## src/rtl/regfile_wb_arbiter.sv

```systemverilog
// regfile_wb_arbiter
//   Shares the register file's single write port between NUM_REQ writeback
//   sources. A round-robin arbiter issues one combinational grant per cycle
//   through valid/ready handshakes. The winning write is registered onto the
//   regfile port one cycle later, and writes to r0 are squashed. A saturating
//   counter records cycles in which two or more sources competed.
//
// Ports
//   clock            : system clock, all state on rising edge
//   ctrl_reset       : asynchronous active-low reset
//   wb_stall         : blocks all grants this cycle
//   req_valid        : per-requester write pending
//   req_reg          : per-requester destination index, slice i = [i*ADDR_W +: ADDR_W]
//   req_data         : per-requester write data, slice i = [i*DATA_W +: DATA_W]
//   req_ready        : one-hot grant (combinational)
//   ctrl_writeEnable : registered regfile write enable
//   ctrl_writeReg    : registered regfile write index
//   data_writeReg    : registered regfile write data
//   grant_id         : requester whose write is on the port (zero-extended)
//   contention_count : saturating count of contended, unstalled cycles
module regfile_wb_arbiter #(
  parameter int unsigned NUM_REQ = 3,
  parameter int unsigned DATA_W  = 32,
  parameter int unsigned ADDR_W  = 5,
  parameter int unsigned CNT_W   = 16
) (
  input  logic                      clock,
  input  logic                      ctrl_reset,
  input  logic                      wb_stall,
  input  logic [NUM_REQ-1:0]        req_valid,
  input  logic [NUM_REQ*ADDR_W-1:0] req_reg,
  input  logic [NUM_REQ*DATA_W-1:0] req_data,
  output logic [NUM_REQ-1:0]        req_ready,
  output logic                      ctrl_writeEnable,
  output logic [ADDR_W-1:0]         ctrl_writeReg,
  output logic [DATA_W-1:0]         data_writeReg,
  output logic [2:0]                grant_id,
  output logic [CNT_W-1:0]          contention_count
);

  localparam int unsigned IDX_W = $clog2(NUM_REQ);
  localparam logic [IDX_W-1:0] LAST_RST = IDX_W'(NUM_REQ - 1);

  logic [IDX_W-1:0]  last_grant_q, last_grant_d;
  logic              we_q, we_d;
  logic [ADDR_W-1:0] wreg_q, wreg_d;
  logic [DATA_W-1:0] wdata_q, wdata_d;
  logic [2:0]        gid_q, gid_d;
  logic [CNT_W-1:0]  cnt_q, cnt_d;

  logic              grant_hit;
  logic [IDX_W-1:0]  grant_idx;
  logic              take;
  logic [ADDR_W-1:0] sel_reg;
  logic [DATA_W-1:0] sel_data;
  logic [IDX_W:0]    vcount;
  logic              contend;

  // Search starts one past the last winner so the previous winner has the
  // lowest priority; it only wins again when it is the sole valid source.
  always_comb begin : grant_search
    int unsigned cand;
    cand      = 0;
    grant_hit = 1'b0;
    grant_idx = '0;
    for (int unsigned off = 1; off <= NUM_REQ; off++) begin
      cand = (32'(last_grant_q) + off) % NUM_REQ;
      if (!grant_hit && req_valid[IDX_W'(cand)]) begin
        grant_hit = 1'b1;
        grant_idx = IDX_W'(cand);
      end
    end
  end

  // Grants are gated by stall and by reset so ready never shows while the
  // output register cannot accept the write.
  assign take = grant_hit && !wb_stall && ctrl_reset;

  always_comb begin
    req_ready = '0;
    sel_reg   = '0;
    sel_data  = '0;
    for (int unsigned i = 0; i < NUM_REQ; i++) begin
      if (take && (grant_idx == IDX_W'(i))) begin
        req_ready[i] = 1'b1;
        sel_reg      = req_reg[i*ADDR_W +: ADDR_W];
        sel_data     = req_data[i*DATA_W +: DATA_W];
      end
    end
  end

  always_comb begin
    vcount = '0;
    for (int unsigned i = 0; i < NUM_REQ; i++) begin
      vcount = vcount + (IDX_W+1)'(req_valid[i]);
    end
  end

  assign contend = !wb_stall && (vcount >= (IDX_W+1)'(2));

  always_comb begin
    last_grant_d = last_grant_q;
    wreg_d       = wreg_q;
    wdata_d      = wdata_q;
    gid_d        = gid_q;
    we_d         = 1'b0;
    cnt_d        = cnt_q;
    if (take) begin
      last_grant_d = grant_idx;
      wreg_d       = sel_reg;
      wdata_d      = sel_data;
      gid_d        = 3'(grant_idx);
      // r0 is hardwired: the handshake completes but no write is issued.
      we_d         = (sel_reg != '0);
    end
    if (contend && (cnt_q != '1)) begin
      cnt_d = cnt_q + CNT_W'(1);
    end
  end

  always_ff @(posedge clock or negedge ctrl_reset) begin
    if (!ctrl_reset) begin
      last_grant_q <= LAST_RST;
      we_q         <= 1'b0;
      wreg_q       <= '0;
      wdata_q      <= '0;
      gid_q        <= '0;
      cnt_q        <= '0;
    end else begin
      last_grant_q <= last_grant_d;
      we_q         <= we_d;
      wreg_q       <= wreg_d;
      wdata_q      <= wdata_d;
      gid_q        <= gid_d;
      cnt_q        <= cnt_d;
    end
  end

  assign ctrl_writeEnable = we_q;
  assign ctrl_writeReg    = wreg_q;
  assign data_writeReg    = wdata_q;
  assign grant_id         = gid_q;
  assign contention_count = cnt_q;

endmodule

```

## config.mk

```make
export PLATFORM = sky130hd
export DESIGN_NAME = regfile_wb_arbiter
export DESIGN_NICKNAME = d
export VERILOG_FILES = /design/src/rtl/regfile_wb_arbiter.sv
export SDC_FILE = /design/constraint.sdc
export NUM_CORES = 1
export LEC_CHECK = 0
export ABC_AREA = 0
export CAP_MARGIN = 20
export CELL_PAD_IN_SITES_DETAIL_PLACEMENT = 1
export CELL_PAD_IN_SITES_GLOBAL_PLACEMENT = 1
export CORE_MARGIN = 2
export CORE_UTILIZATION = 29
export DETAILED_ROUTE_END_ITERATION = 6
export PLACE_DENSITY_LB_ADDON = 0.05
export SKIP_LAST_GASP = 1
export SYNTH_ARGS = -nofsm -noshare
export SYNTH_HDL_FRONTEND = slang
export SYNTH_SLANG_ARGS = --single-unit
```

## constraint.sdc

```tcl
create_clock -name clock -period 3.45 [get_ports clock]
set_input_delay 0.69 -clock clock [delete_from_list [all_inputs] [get_ports clock]]
set_output_delay 0.69 -clock clock [all_outputs]
set_load 0.01 [all_outputs]
```

==> metrics.cfg, run 1 <==
[outcome]
status=finished, final reports clean

[final_layout]
final_cells=645
stdcell_area_um2=5540
syn_to_final_growth_pct=69.0
regArea_um2=1430
drive_above_1_share_pct=9.11
multi_input_area_um2=1720
antenna_cells=0
final_nets=623
fillerInstances=1232

[timing]
rsz0062_at_grt=false
fin_crit_sh_pct=93.6
layout_setup_ws_ns=0.222
period_minus_slack_ns=3.23
fmax_mhz=310
max_slew.worst_pin.slew_ns=0.746
finalHoldViolCount=0
slew_headroom_pct=50.3
finalSetupViolCount=0
slew_viol_final=0
setup_tns_ns=0
skew_ns=0.00684

[critical_path]
worstSetupPathType=in2out
crit_start=req_valid[1]
crit_fanout=5
cp-end-kind=output port
reg2reg_from=last_grant_q[1]
critPathArrivalTime_ns=2.54
critPathRequiredTime_ns=2.76
cp-start-kind=input port

[yosys]
synth_seq_cells=57
syn_area_um2=3280
ys.flop_type=dfrtp_1
yosys-top-cells-count=56 x dfrtp_1, 40 x nor2_1, 39 x mux2i_1
synth_top_area_share_pct=42.8
synth_enable_flop_cells=0
ys_types=45
synth.area.top_cells=dfrtp_1 43%, mux2i_1 12%, a21o_1 8.2%
synth_most_common_cell=dfrtp_1
synth_largest_area_cell=dfrtp_1
postSynthAreaPerCell_um2=10.2
yosys_warnings=0
synth_cells=322
syn_nets=444
ys_seq_area_share_pct=43.6
async_flop_share_pct=100

[cts]
cts_tree=done
holdBufCountCts=0
clkSlewWorstSetupHoldPaths_ns=0.05
cts_sinks=57
cts_buffers=9
cts_max_level=3
cts-root-buf=clkbuf_16
clock_path_buffers=2
clk-insertion-delay-late_ns=0.32

[placed_design]
dpl.hpwl_um=8150
place_area_um2=5220
port_buffers=175
gp_congestion=0.789
pre_cts_ws_ns=-0.0695
placed_cells=630

[route]
wirelength_um=10700
routed_via_density=4.94
drt_iter0_drc=91
drc=0
firstDrtPassIters=4
ant_nets=0
via_count=3185
avgRoutedWirePerCell_um=16.6

[floorplan]
die_w_um=110
io_pins=177
start_util_pct=30.0
design.core.area_um2=10900
die_h_um=110
dieArea_um2=12200
core.rowCount=38

[worst_hold_path]
hold_start=data_writeReg[9]
hold_class=reg2reg

[power]
ir_drop_uv=477
p_total_w=0.00419
p_leak_nw=2.66
power_density_nw_per_um2=756

[global_route]
grt_overflow=0
antenna_found_initial=0
grt_pass1_wl_um=16700
grt_max_degree=58
grt_pass1_vias=3325
grtUsageTotal_pct=17.9

[flow_run]
cap_viol_max_count=0

==> through the flow <==
stage | hold slack [ns] | utilization, %
floorplan | 0.394 | -
global placement | 0.458 | 47.8
detailed placement | 0.465 | 47.8
CTS | 0.476 | 50.6
global route | 0.484 | 50.7
finish | 0.470 | 50.7
==> cell families after synthesis <==
kind of cell | Yosys count | share of synthesized area, %
muxes | 40 | 12.3
other | 1 | 0.114
DFF | 57 | 43.6
xor gates and xnor gates | 14 | 3.74
adders and majority gates | 5 | 1.91
AOI/OAI and AO/OA | 89 | 21.5
buffers and inverters | 34 | 5.12
and+or+nand+nor | 82 | 11.8
==> final timing paths <==
| path | to | slack, ns | depth (start not counted) |
|---|---|---|---|
| setup / recovery | req_ready[0] | 0.22 | 7 |
| hold / removal | data_writeReg[9] | 0.47 | 1 |
| setup reg to reg | ctrl_writeEnable | 0.69 | 10 |
| hold reg to reg | data_writeReg[9] | 0.47 | 1 |
| max in group asynchronous | data_writeReg[16] | 2.38 | 2 |
| min in group asynchronous | data_writeReg[30] | 0.56 | 2 |
==> timing repair <==
item / in CTS / in global routing
pin swaps: 2 / 0
gates resized for setup: 4 / 3
setup endpoints to repair: 3 / 2
buffers inserted: 0 / 0
==> critical path, stage by stage <==
cell and delay, ns:
clkdlybuf4s50_1 0.49, mux2i_1 0.18, or2_1 0.22, o2111ai_2 0.17, o21ai_4 0.26, and3b_1 0.22
dlygate4sd2_1 0.30
==> power by group <==
part / total, W / switching, W / internal, W
logic: 0.00220 / 0.00104 / 0.00116
clock network: 0.000885 / 0.000294 / 0.000591
registers: 0.00110 / 0.000167 / 0.000938
==> routing by layer <==
| metal | vias up | wire [um] | track usage [%] |
|---|---|---|---|
| met5 | - | 0 | 0 |
| met4 | 0 | 114 | 4.55 |
| met3 | 11 | 633 | 4.82 |
| met2 | 86 | 5750 | 31.7 |
| met1 | 1574 | 4210 | 21.4 |
| li1 | 1514 | - | - |
==> registers in the layout, summed over array words and instances (netlist names) <==
| signal | flops |
|---|---|
| data_writeReg | 32 |
| ctrl_writeReg | 5 |
| last_grant_q | 2 |
| grant_id | 1 |
| ctrl_writeEnable | 1 |
| contention_count | 16 |
==> cell usage in the layout (no fill, tap or decap), types with 3 or more instances in the layout <==
master and count:
a211oi_1 33, dfrtp_1 56, a21oi_1 3, ha_1 4
nand4_1 5, xnor2_1 12, clkdlybuf4s50_1 171, a21o_1 36
nand2_1 13, and3_1 5, nand3_1 5, nor2_1 40
clkbuf_16 9, a211o_1 3, inv_1 9, mux2i_1 39
buf_4 18
==> cell type report <==
cell class	count	share of cell area, %
well taps	140	3.16
multi-input cells	231	31.1
clock buffers	12	4.63
repair buffers	193	34.0
flip-flops and latches	57	25.8
clock inverters	3	0.723
inverters	9	0.610
Power figures use the tool's default switching activity.
==> run 2: changes to the inputs <==
- PLACE_DENSITY_LB_ADDON: 0.05 -> 0.1
==> run 2 against run 1 <==
Net effect: worst hold slack got worse by 0.0018 ns; core utilization fell by 0.53 points; sequential share of layout area rose by 0.27 points; worst setup slack improved by 0.013 ns; highest routed layer unchanged; combinational power fell by 2%; largest power group unchanged; clock power fell by 7.7%.
==> metrics.cfg, run 2 (synthesis results as in run 1) <==
[outcome]
status=finished, final reports clean

[timing]
rsz0062_at_grt=false
period_minus_slack_ns=3.21
holdWs_ns=0.468
fin_crit_sh_pct=93.2
slew_viol_final=0
fmax_mhz=311
slew_headroom_pct=51.0
finalSetupViolCount=0
max_slew.worst_pin.slew_ns=0.735
finalHoldViolCount=0
skew_ns=0.00796
layout_setup_ws_ns=0.235

[critical_path]
cp-start-kind=flip-flop
worstSetupPathType=reg2out
crit_buf_inv=2
path_cells=inv_1 > ha_2 > mux2i_1 > or2_1 > o2111ai_1 > o21ai_4 > and3b_1 > dlygate4sd2_1
ff2ff_setup_slack_ns=0.71
critPathArrivalTime_ns=2.52
critPathRequiredTime_ns=2.76
slowest_delay_ns=0.41
crit_fanout=7
cp-end-kind=output port
crit_family=compound AO/OA/AOI/OAI gates
slowest_stage=dfrtp_1

[floorplan]
start_util_pct=30.0
die_h_um=110
dieArea_um2=12200
io_pins=177
design.core.area_um2=10900
core.rowCount=38
die_w_um=110

[cts]
cts_tree=done
clock_path_buffers=2
holdBufCountCts=0
cts_buffers=9
cts_max_level=3
clkSlewWorstSetupHoldPaths_ns=0.05
cts-root-buf=clkbuf_16
cts_sinks=57
clk-insertion-delay-late_ns=0.32

[power]
ir_drop_uv=284
power_density_nw_per_um2=745
p_leak_nw=2.62

[route]
wirelength_um=10500
avgRoutedWirePerCell_um=16.3
drt_iter0_drc=67
ant_nets=0
via_count=3139
firstDrtPassIters=4
routed_via_density=4.88
drc=0

[flow_run]
cap_viol_max_count=0

[global_route]
grt_overflow=0
antenna_found_initial=0
grt_pass1_vias=3390
grtUsageTotal_pct=18.2
grt_max_degree=58
grt_pass1_wl_um=16800

[placed_design]
gp_congestion=0.716
port_buffers=175
pre_cts_ws_ns=-0.121
placed_cells=627
dpl.hpwl_um=8130

[final_layout]
final_cells=643
largest_register_ffs=32
syn_to_final_growth_pct=67.3
final_cell_mix=170 x clkdlybuf4s50_1, 56 x dfrtp_1, 40 x nor2_1
layout_commonest_cell=clkdlybuf4s50_1
drive_above_1_share_pct=8.15
final_nets=620
antenna_cells=0

[worst_hold_path]
hold_class=reg2reg

## run 2: worst paths after layout
kind	depth (start not counted)	startpoint	to
hold reg to reg	1	data_writeReg[11]	data_writeReg[11]
setup reg to reg	9	last_grant_q[1]	data_writeReg[11]
setup / recovery	8	last_grant_q[0]	req_ready[0]
max in group asynchronous	2	ctrl_reset	data_writeReg[9]
min in group asynchronous	2	ctrl_reset	data_writeReg[15]
hold / removal	1	data_writeReg[11]	data_writeReg[11]
## run 2: per-stage QoR
| stage | util (%) | setup TNS, ns | power, W | instance area, um^2 |
|---|---|---|---|---|
| 4_1_cts | 50.1 | -0.0390 | 0.00416 | 5480 |
| 6_report | 50.1 | 0 | 0.00408 | 5480 |
| 3_3_place_gp | 47.6 | -0.0146 | 0.00325 | 5200 |
| 2_1_floorplan | - | 0 | 0.00234 | 3280 |
| 5_1_grt | 50.1 | 0 | 0.00439 | 5480 |
| 3_5_place_dp | 47.6 | -0.205 | 0.00332 | 5200 |
## run 2: layout make-up
cell class / instances / area, um^2
timing repair buffer: 190 / 1860
clock buffer: 13 / 260
fill: 1255 / 5450
sequential: 57 / 1430
tap: 140 / 175
clock inverter: 3 / 15.0
inverter: 9 / 33.8
multi-input combinational: 231 / 1710
## run 2: per-layer routing
metal / share of wire (%) / vias up / track usage, % / wire, um
li1: - / 1513 / - / -
met1: 41 / 1507 / 20.6 / 4320
met2: 49 / 105 / 32.0 / 5180
met3: 8.2 / 14 / 6.58 / 862
met4: 1.3 / 0 / 5.54 / 138
met5: 0 / - / 0 / 0
## run 2: repair_timing
item                                    CTS  global route
setup buffers                             0             0
gates resized for setup                   4             2
endpoints found under the setup margin    3             2
## run 2: worst reg2reg max path, cell delays in order (launching register included)
cell      delay [ns]
dfstp_2         0.54
ha_2            0.31
mux2i_1         0.14
or2_1           0.28
and4_4          0.22
a21oi_4         0.15
buf_4           0.40
mux2i_1         0.31
a211oi_1        0.10
a21o_1          0.17
## run 2: report_power, final
| group | leakage [nW] | internal, W | switching, W | total, W |
|---|---|---|---|---|
| Combinational | 1.78 | 0.00114 | 0.00102 | 0.00216 |
| Clock | 0.139 | 0.000521 | 0.000296 | 0.000817 |
| Sequential | 0.708 | 0.000938 | 0.000171 | 0.00111 |
